==> src/rtl/ram_bist_pkg.sv <==
// Shared types and helpers for the RAM built-in self-test engine.
// State codes double as the task_phase debug value.
package ram_bist_pkg;

   typedef enum logic [3:0] {
      ST_IDLE   = 4'd0,
      ST_WRITE0 = 4'd1,
      ST_READ0  = 4'd2,
      ST_WRITE1 = 4'd3,
      ST_READ1  = 4'd4,
      ST_DONE   = 4'd5
   } bist_state_e;

   localparam logic [15:0] FAIL_COUNT_MAX = 16'hFFFF;

   // E(a) = seed ^ {~a, a} for an aw-bit address; callers narrow the result.
   function automatic logic [63:0] pattern_word(
      input logic [63:0] seed,
      input logic [31:0] addr,
      input int unsigned aw,
      input logic        inverted
   );
      logic [63:0] addr64;
      logic [63:0] mask;
      logic [63:0] word;
      addr64 = {32'b0, addr};
      mask   = (64'd1 << aw) - 64'd1;
      word   = seed ^ ((addr64 & mask) | ((~addr64 & mask) << aw));
      return inverted ? ~word : word;
   endfunction

   function automatic logic [15:0] sat_inc(input logic [15:0] v);
      return (v == FAIL_COUNT_MAX) ? v : v + 16'd1;
   endfunction

endpackage

==> src/rtl/ram_bist_address_walker.sv <==
// Walks base..base+length-1 modulo 2^ADDRESS_WIDTH, restarting at base
// after the last element so consecutive passes need no reload.
module ram_bist_address_walker #(
   parameter int ADDRESS_WIDTH = 16
) (
   input  logic                     clock,
   input  logic                     reset,
   input  logic                     load,
   input  logic                     advance,
   input  logic [ADDRESS_WIDTH-1:0] base_address,
   input  logic [ADDRESS_WIDTH:0]   length,
   output logic [ADDRESS_WIDTH-1:0] address,
   output logic [ADDRESS_WIDTH-1:0] next_address,
   output logic                     last
);

   logic [ADDRESS_WIDTH-1:0] base_q, base_d;
   logic [ADDRESS_WIDTH:0]   length_q, length_d;
   logic [ADDRESS_WIDTH-1:0] address_q, address_d;
   logic [ADDRESS_WIDTH:0]   remaining_q, remaining_d;

   assign last         = (remaining_q == (ADDRESS_WIDTH+1)'(1));
   assign address      = address_q;
   assign next_address = address_d;

   always_comb begin
      base_d      = base_q;
      length_d    = length_q;
      address_d   = address_q;
      remaining_d = remaining_q;
      if (load) begin
         base_d      = base_address;
         length_d    = length;
         address_d   = base_address;
         remaining_d = length;
      end else if (advance) begin
         if (last) begin
            address_d   = base_q;
            remaining_d = length_q;
         end else begin
            address_d   = address_q + 1'b1;
            remaining_d = remaining_q - 1'b1;
         end
      end
   end

   always_ff @(posedge clock) begin
      if (reset) begin
         base_q      <= '0;
         length_q    <= '0;
         address_q   <= '0;
         remaining_q <= '0;
      end else begin
         base_q      <= base_d;
         length_q    <= length_d;
         address_q   <= address_d;
         remaining_q <= remaining_d;
      end
   end

endmodule

==> src/rtl/ram_bist_engine.sv <==
// March-style self-test initiator for the distributed RAM port:
// write E(a), read/compare, write ~E(a), read/compare, then report.
module ram_bist_engine
   import ram_bist_pkg::*;
#(
   parameter int ADDRESS_WIDTH        = 16,
   parameter int DATA_WIDTH           = 32,
   parameter int ENABLE_INVERTED_PASS = 1
) (
   input  logic                     clock,
   input  logic                     reset,
   input  logic                     start,
   input  logic [ADDRESS_WIDTH-1:0] base_address,
   input  logic [ADDRESS_WIDTH:0]   length,
   input  logic [DATA_WIDTH-1:0]    seed,
   output logic                     ram_write_enabled,
   output logic [ADDRESS_WIDTH-1:0] ram_address,
   output logic [DATA_WIDTH-1:0]    ram_write_data,
   input  logic [DATA_WIDTH-1:0]    ram_read_data,
   output logic                     busy,
   output logic                     done,
   output logic                     pass,
   output logic [15:0]              fail_count,
   output logic [ADDRESS_WIDTH-1:0] first_fail_address,
   output logic [3:0]               task_phase
);

   bist_state_e state_q, state_d;
   logic [DATA_WIDTH-1:0]    seed_q, seed_d;
   logic [15:0]              fail_count_q, fail_count_d;
   logic [ADDRESS_WIDTH-1:0] first_fail_q, first_fail_d;
   logic                     pass_q, pass_d;
   logic                     we_q, we_d;
   logic [DATA_WIDTH-1:0]    wdata_q, wdata_d;
   logic                     busy_q, busy_d;
   logic                     done_q, done_d;
   logic [3:0]               phase_q, phase_d;

   logic                     walk_load;
   logic                     walk_advance;
   logic [ADDRESS_WIDTH-1:0] addr_cur;
   logic [ADDRESS_WIDTH-1:0] addr_next;
   logic                     addr_last;
   logic [DATA_WIDTH-1:0]    expected;
   logic                     mismatch;

   ram_bist_address_walker #(
      .ADDRESS_WIDTH(ADDRESS_WIDTH)
   ) u_walker (
      .clock       (clock),
      .reset       (reset),
      .load        (walk_load),
      .advance     (walk_advance),
      .base_address(base_address),
      .length      (length),
      .address     (addr_cur),
      .next_address(addr_next),
      .last        (addr_last)
   );

   always_comb begin
      state_d      = state_q;
      seed_d       = seed_q;
      fail_count_d = fail_count_q;
      first_fail_d = first_fail_q;
      walk_load    = 1'b0;
      walk_advance = 1'b0;
      mismatch     = 1'b0;
      expected     = DATA_WIDTH'(pattern_word(64'(seed_q), 32'(addr_cur),
                                              ADDRESS_WIDTH,
                                              state_q == ST_READ1));
      unique case (state_q)
         ST_IDLE, ST_DONE: begin
            if (start) begin
               seed_d       = seed;
               fail_count_d = '0;
               first_fail_d = '0;
               if (length == '0) begin
                  state_d = ST_DONE;
               end else begin
                  state_d   = ST_WRITE0;
                  walk_load = 1'b1;
               end
            end
         end
         ST_WRITE0: begin
            walk_advance = 1'b1;
            if (addr_last) state_d = ST_READ0;
         end
         ST_READ0: begin
            walk_advance = 1'b1;
            mismatch     = (ram_read_data != expected);
            if (addr_last) begin
               state_d = (ENABLE_INVERTED_PASS != 0) ? ST_WRITE1 : ST_DONE;
            end
         end
         ST_WRITE1: begin
            walk_advance = 1'b1;
            if (addr_last) state_d = ST_READ1;
         end
         ST_READ1: begin
            walk_advance = 1'b1;
            mismatch     = (ram_read_data != expected);
            if (addr_last) state_d = ST_DONE;
         end
         default: state_d = ST_IDLE;
      endcase

      if (mismatch) begin
         fail_count_d = sat_inc(fail_count_q);
         if (fail_count_q == '0) first_fail_d = addr_cur;
      end

      // Outputs are registered from the next state so they line up with it.
      pass_d  = (state_d == ST_DONE) && (fail_count_d == '0);
      we_d    = (state_d == ST_WRITE0) || (state_d == ST_WRITE1);
      busy_d  = we_d || (state_d == ST_READ0) || (state_d == ST_READ1);
      done_d  = (state_d == ST_DONE);
      phase_d = state_d;
      wdata_d = '0;
      if (we_d) begin
         wdata_d = DATA_WIDTH'(pattern_word(64'(seed_d), 32'(addr_next),
                                            ADDRESS_WIDTH,
                                            state_d == ST_WRITE1));
      end
   end

   always_ff @(posedge clock) begin
      if (reset) begin
         state_q      <= ST_IDLE;
         seed_q       <= '0;
         fail_count_q <= '0;
         first_fail_q <= '0;
         pass_q       <= 1'b0;
         we_q         <= 1'b0;
         wdata_q      <= '0;
         busy_q       <= 1'b0;
         done_q       <= 1'b0;
         phase_q      <= '0;
      end else begin
         state_q      <= state_d;
         seed_q       <= seed_d;
         fail_count_q <= fail_count_d;
         first_fail_q <= first_fail_d;
         pass_q       <= pass_d;
         we_q         <= we_d;
         wdata_q      <= wdata_d;
         busy_q       <= busy_d;
         done_q       <= done_d;
         phase_q      <= phase_d;
      end
   end

   assign ram_write_enabled  = we_q;
   assign ram_address        = addr_cur;
   assign ram_write_data     = wdata_q;
   assign busy               = busy_q;
   assign done               = done_q;
   assign pass               = pass_q;
   assign fail_count         = fail_count_q;
   assign first_fail_address = first_fail_q;
   assign task_phase         = phase_q;

endmodule
==> config.mk <==
export PLATFORM = sky130hd
export DESIGN_NAME = ram_bist_engine
export DESIGN_NICKNAME = d
export VERILOG_FILES = /design/src/rtl/ram_bist_pkg.sv /design/src/rtl/ram_bist_address_walker.sv /design/src/rtl/ram_bist_engine.sv
export SDC_FILE = /design/constraint.sdc
export NUM_CORES = 1
export LEC_CHECK = 0
export ABC_AREA = 1
export BUFFER_PORTS_ARGS = -buffer_cell sky130_fd_sc_hd__clkbuf_2
export CORE_MARGIN = 8
export CORE_UTILIZATION = 45
export DETAILED_ROUTE_END_ITERATION = 16
export GPL_TIMING_DRIVEN = 0
export PLACE_DENSITY = 0.66
export SYNTH_ARGS = -nofsm -noshare
export SYNTH_HDL_FRONTEND = slang
export SYNTH_SLANG_ARGS = --single-unit
==> constraint.sdc <==
create_clock -name clock -period 3.6 [get_ports clock]
set_input_delay 0.36 -clock clock [delete_from_list [all_inputs] [get_ports clock]]
set_output_delay 0.36 -clock clock [all_outputs]
set_load 0.05 [all_outputs]
==> results.json <==
{
  "synth_seq_cells": 170,
  "postRouteAntennaNets": 0,
  "cts_buffer_depth": 2,
  "cp_slowest_cell": "dfxtp_1",
  "clock-sinks": 170,
  "netlist.top_cell.by_area": "dfxtp_1",
  "avgSynthCellArea_sq_um": 6.36,
  "dieArea_sq_um": 26700,
  "vias": 10576,
  "grt_overflow_total": 0,
  "hold_slack_ps": 201,
  "path_buf_inv": 2,
  "min_period_over_period": 0.780,
  "synth_top_area_share": 0.348,
  "status": "finished clean",
  "placementRows": 54,
  "internal_power_uw": 3650,
  "viasPerCell": 5.19,
  "synth_edf_count": 0,
  "peakVddDrop_mv": 0.300,
  "cts_resized": 0,
  "grt_max_degree": 17,
  "synth_area_sq_um": 9790,
  "fillers": 2193,
  "yosysMostFrequentCell": "nand2_1",
  "synth_cells": 1540,
  "routed_wl_mm": 34.4,
  "multiInputGateArea_sq_um": 5290,
  "synth_flop_cell": "dfxtp_1",
  "startpoint_type": "flop",
  "antenna_found_initial": 0,
  "maxCapViolCount": 0,
  "slew_headroom": 0.422,
  "antenna_cells": 0,
  "post_cts_buffers": 0,
  "drt-pass1-iter-count": 6,
  "fmax_mhz": 356,
  "synth_common_cells": "nand2_1 (461), inv_1 (200), dfxtp_1 (170)",
  "hold_viol": 0,
  "synth_area_leaders": "dfxtp_1 (35%), nand2_1 (18%), inv_1 (7.7%)",
  "numCtsBuffers": 17,
  "min_period_ps": 2810,
  "cts_hold_buf": 0,
  "critPathRequiredTime_ps": 3930,
  "seqPwrFrac": 0.387,
  "io_pins": 188,
  "power_density_nw_per_um2": 459,
  "drt_iter0_markers": 838,
  "seq_area_sq_um": 3400,
  "gp_congestion": 0.933,
  "port_buffers": 187,
  "cp_data_arrival_time_ps": 3140,
  "hp-class": "in -> reg",
  "initial_core_util": 0.454,
  "grt_pass1_vias": 9983,
  "root_buffer": "clkbuf_16",
  "swShare": 0.323,
  "track_usage": 0.255,
  "crit_fanout": 8,
  "final_max_slew_viol_count": 0,
  "htree_levels": 4,
  "p_comb_frac": 0.224,
  "synth_seq_area_share": 0.348,
  "worstPathCellList": "ha_1 > nand4_1 > nor2_1 > nand3_1 > inv_1 > nand2_1 > nor2_1 > nand2_1 > nand2_1 > nand3_1 > a21oi_2 > inv_1 > nand2_1 > nand2_1 > o21ai_0 > nor2_1",
  "die_w_microns": 163,
  "slowest_delay_ps": 580,
  "path_common_cell": "nand2_1",
  "setup_viol": 0,
  "fin_setup_tns_ps": 0,
  "synth-async-reset-ratio": 0,
  "rsz0062_at_grt": "no",
  "clk_pin_slew_ps": 70,
  "syn_nets": 1645,
  "criticalPathCategory": "reg -> reg",
  "nNetsFinal": 1851,
  "hpwl_mm": 26.6,
  "die_h_microns": 163,
  "ys_warn_count": 0,
  "areaGrowthSynthToFinish_pct": 19.8,
  "cts_tree": "built",
  "core_sq_um": 21600,
  "clock_skew_ps": 8.71,
  "p_leak_uw": 0.00574,
  "wl_per_cell_microns": 16.9,
  "netlist-cell-type-count": 58,
  "critPathTopFamily": "simple AND/OR/NAND/NOR gates",
  "route.detailed.drc": 0,
  "drive_gt1_frac": 0.169,
  "power_switching_uw": 1740,
  "power.share.clock": 0.389,
  "grt_pass1_wl_mm": 53.2,
  "worstMarginPinSlew_ps": 867,
  "cp-end-kind": "flop",
  "clk_latency_ps": 430
}
[metrics by stage]
stage	power, uW	cell area (sq um)	util	worst slack [ps]	instances
after floorplan	2940	9790	-	1090	1540
after global placement	3300	11100	0.514	848	2007
after detailed placement	3320	11100	0.514	851	2007
after CTS	5400	11700	0.544	839	2039
after global routing	5640	11700	0.544	436	2039
final	5390	11700	0.544	791	2039
[kinds of logic (layout without fill, tap and decap cells)]
kind of cell	after synthesis	count (layout)	synth area share
flops	170	170	0.348
buf+inv	269	488	0.112
xor+xnor	47	47	0.0428
other cells	1	1	0.000383
compound gates	273	273	0.154
simple gates	775	775	0.336
fa+ha+maj	5	5	0.00639
[tightest hold or removal path: cells and delay by family]
kind / cells / cell delay (ps)
AOI/OAI and AO/OA: 1 / 60
buffers and inverters: 1 / 90
and+or+nand+nor: 1 / 80
[layer usage]
metal	track usage	wire, microns
met1	0.332	15000
met2	0.417	15900
met3	0.0537	2800
met4	0.0769	762
met5	0	0
[registers in the layout (all words and copies together), names as in the netlist, 4 cells and up]
signal	flops
ram_write_data	32
seed_q	32
u_walker.length_q	17
u_walker.remaining_q	17
fail_count	16
first_fail_address	16
u_walker.address	16
u_walker.base_q	16
task_phase	4
[power by group through the flow]
stage	Sequential, uW	Combinational, uW	Clock [uW]
3_3_place_gp	2120	1180	0
5_1_grt	2100	1340	2210
6_report	2080	1210	2100
4_1_cts	2080	1200	2110
2_1_floorplan	2250	691	0
3_5_place_dp	2120	1200	0
[final cells by class]
type	instances	area share
Clock inverter	12	0.0187
Sequential cell	170	0.290
Inverter	213	0.0684
Tap cell	280	0.0299
Clock buffer	20	0.0372
Multi-Input combinational cell	1101	0.451
Buffer	56	0.0253
Timing Repair Buffer	187	0.0798
[cell usage in the layout, fill, tap and decap left out, types with 6 or more instances in the layout]
cell type    n
clkbuf_16   17
o21ai_1     19
clkbuf_2   188
buf_2       20
nor3_1      10
nand4_1     11
nand3_2      8
xor2_1      44
buf_4        8
nand3_1     78
inv_2       12
inv_1      200
nor2_1     167
nand3b_1    12
a31oi_1     11
a21oi_1     98
o21ai_0    104
clkbuf_1    24
dfxtp_1    170
bufinv_16    6
o22ai_1      6
nand2_1    461
[worst paths after layout]
| path | end | startpoint | depth (start not counted) | slack (ps) |
|---|---|---|---|---|
| setup / recovery | ram_write_data[30]$_SDFF_PP0_ | u_walker.address[1]$_SDFF_PP0_ | 16 | 790 |
| hold / removal | u_walker.length_q[3]$_SDFFE_PP0P_ | length[3] | 3 | 200 |
| setup reg to reg | ram_write_data[30]$_SDFF_PP0_ | u_walker.address[1]$_SDFF_PP0_ | 16 | 790 |
| hold reg to reg | u_walker.base_q[11]$_SDFFE_PP0P_ | u_walker.base_q[11]$_SDFFE_PP0P_ | 2 | 450 |
Note: power is estimated with default switching activity, not from simulation.
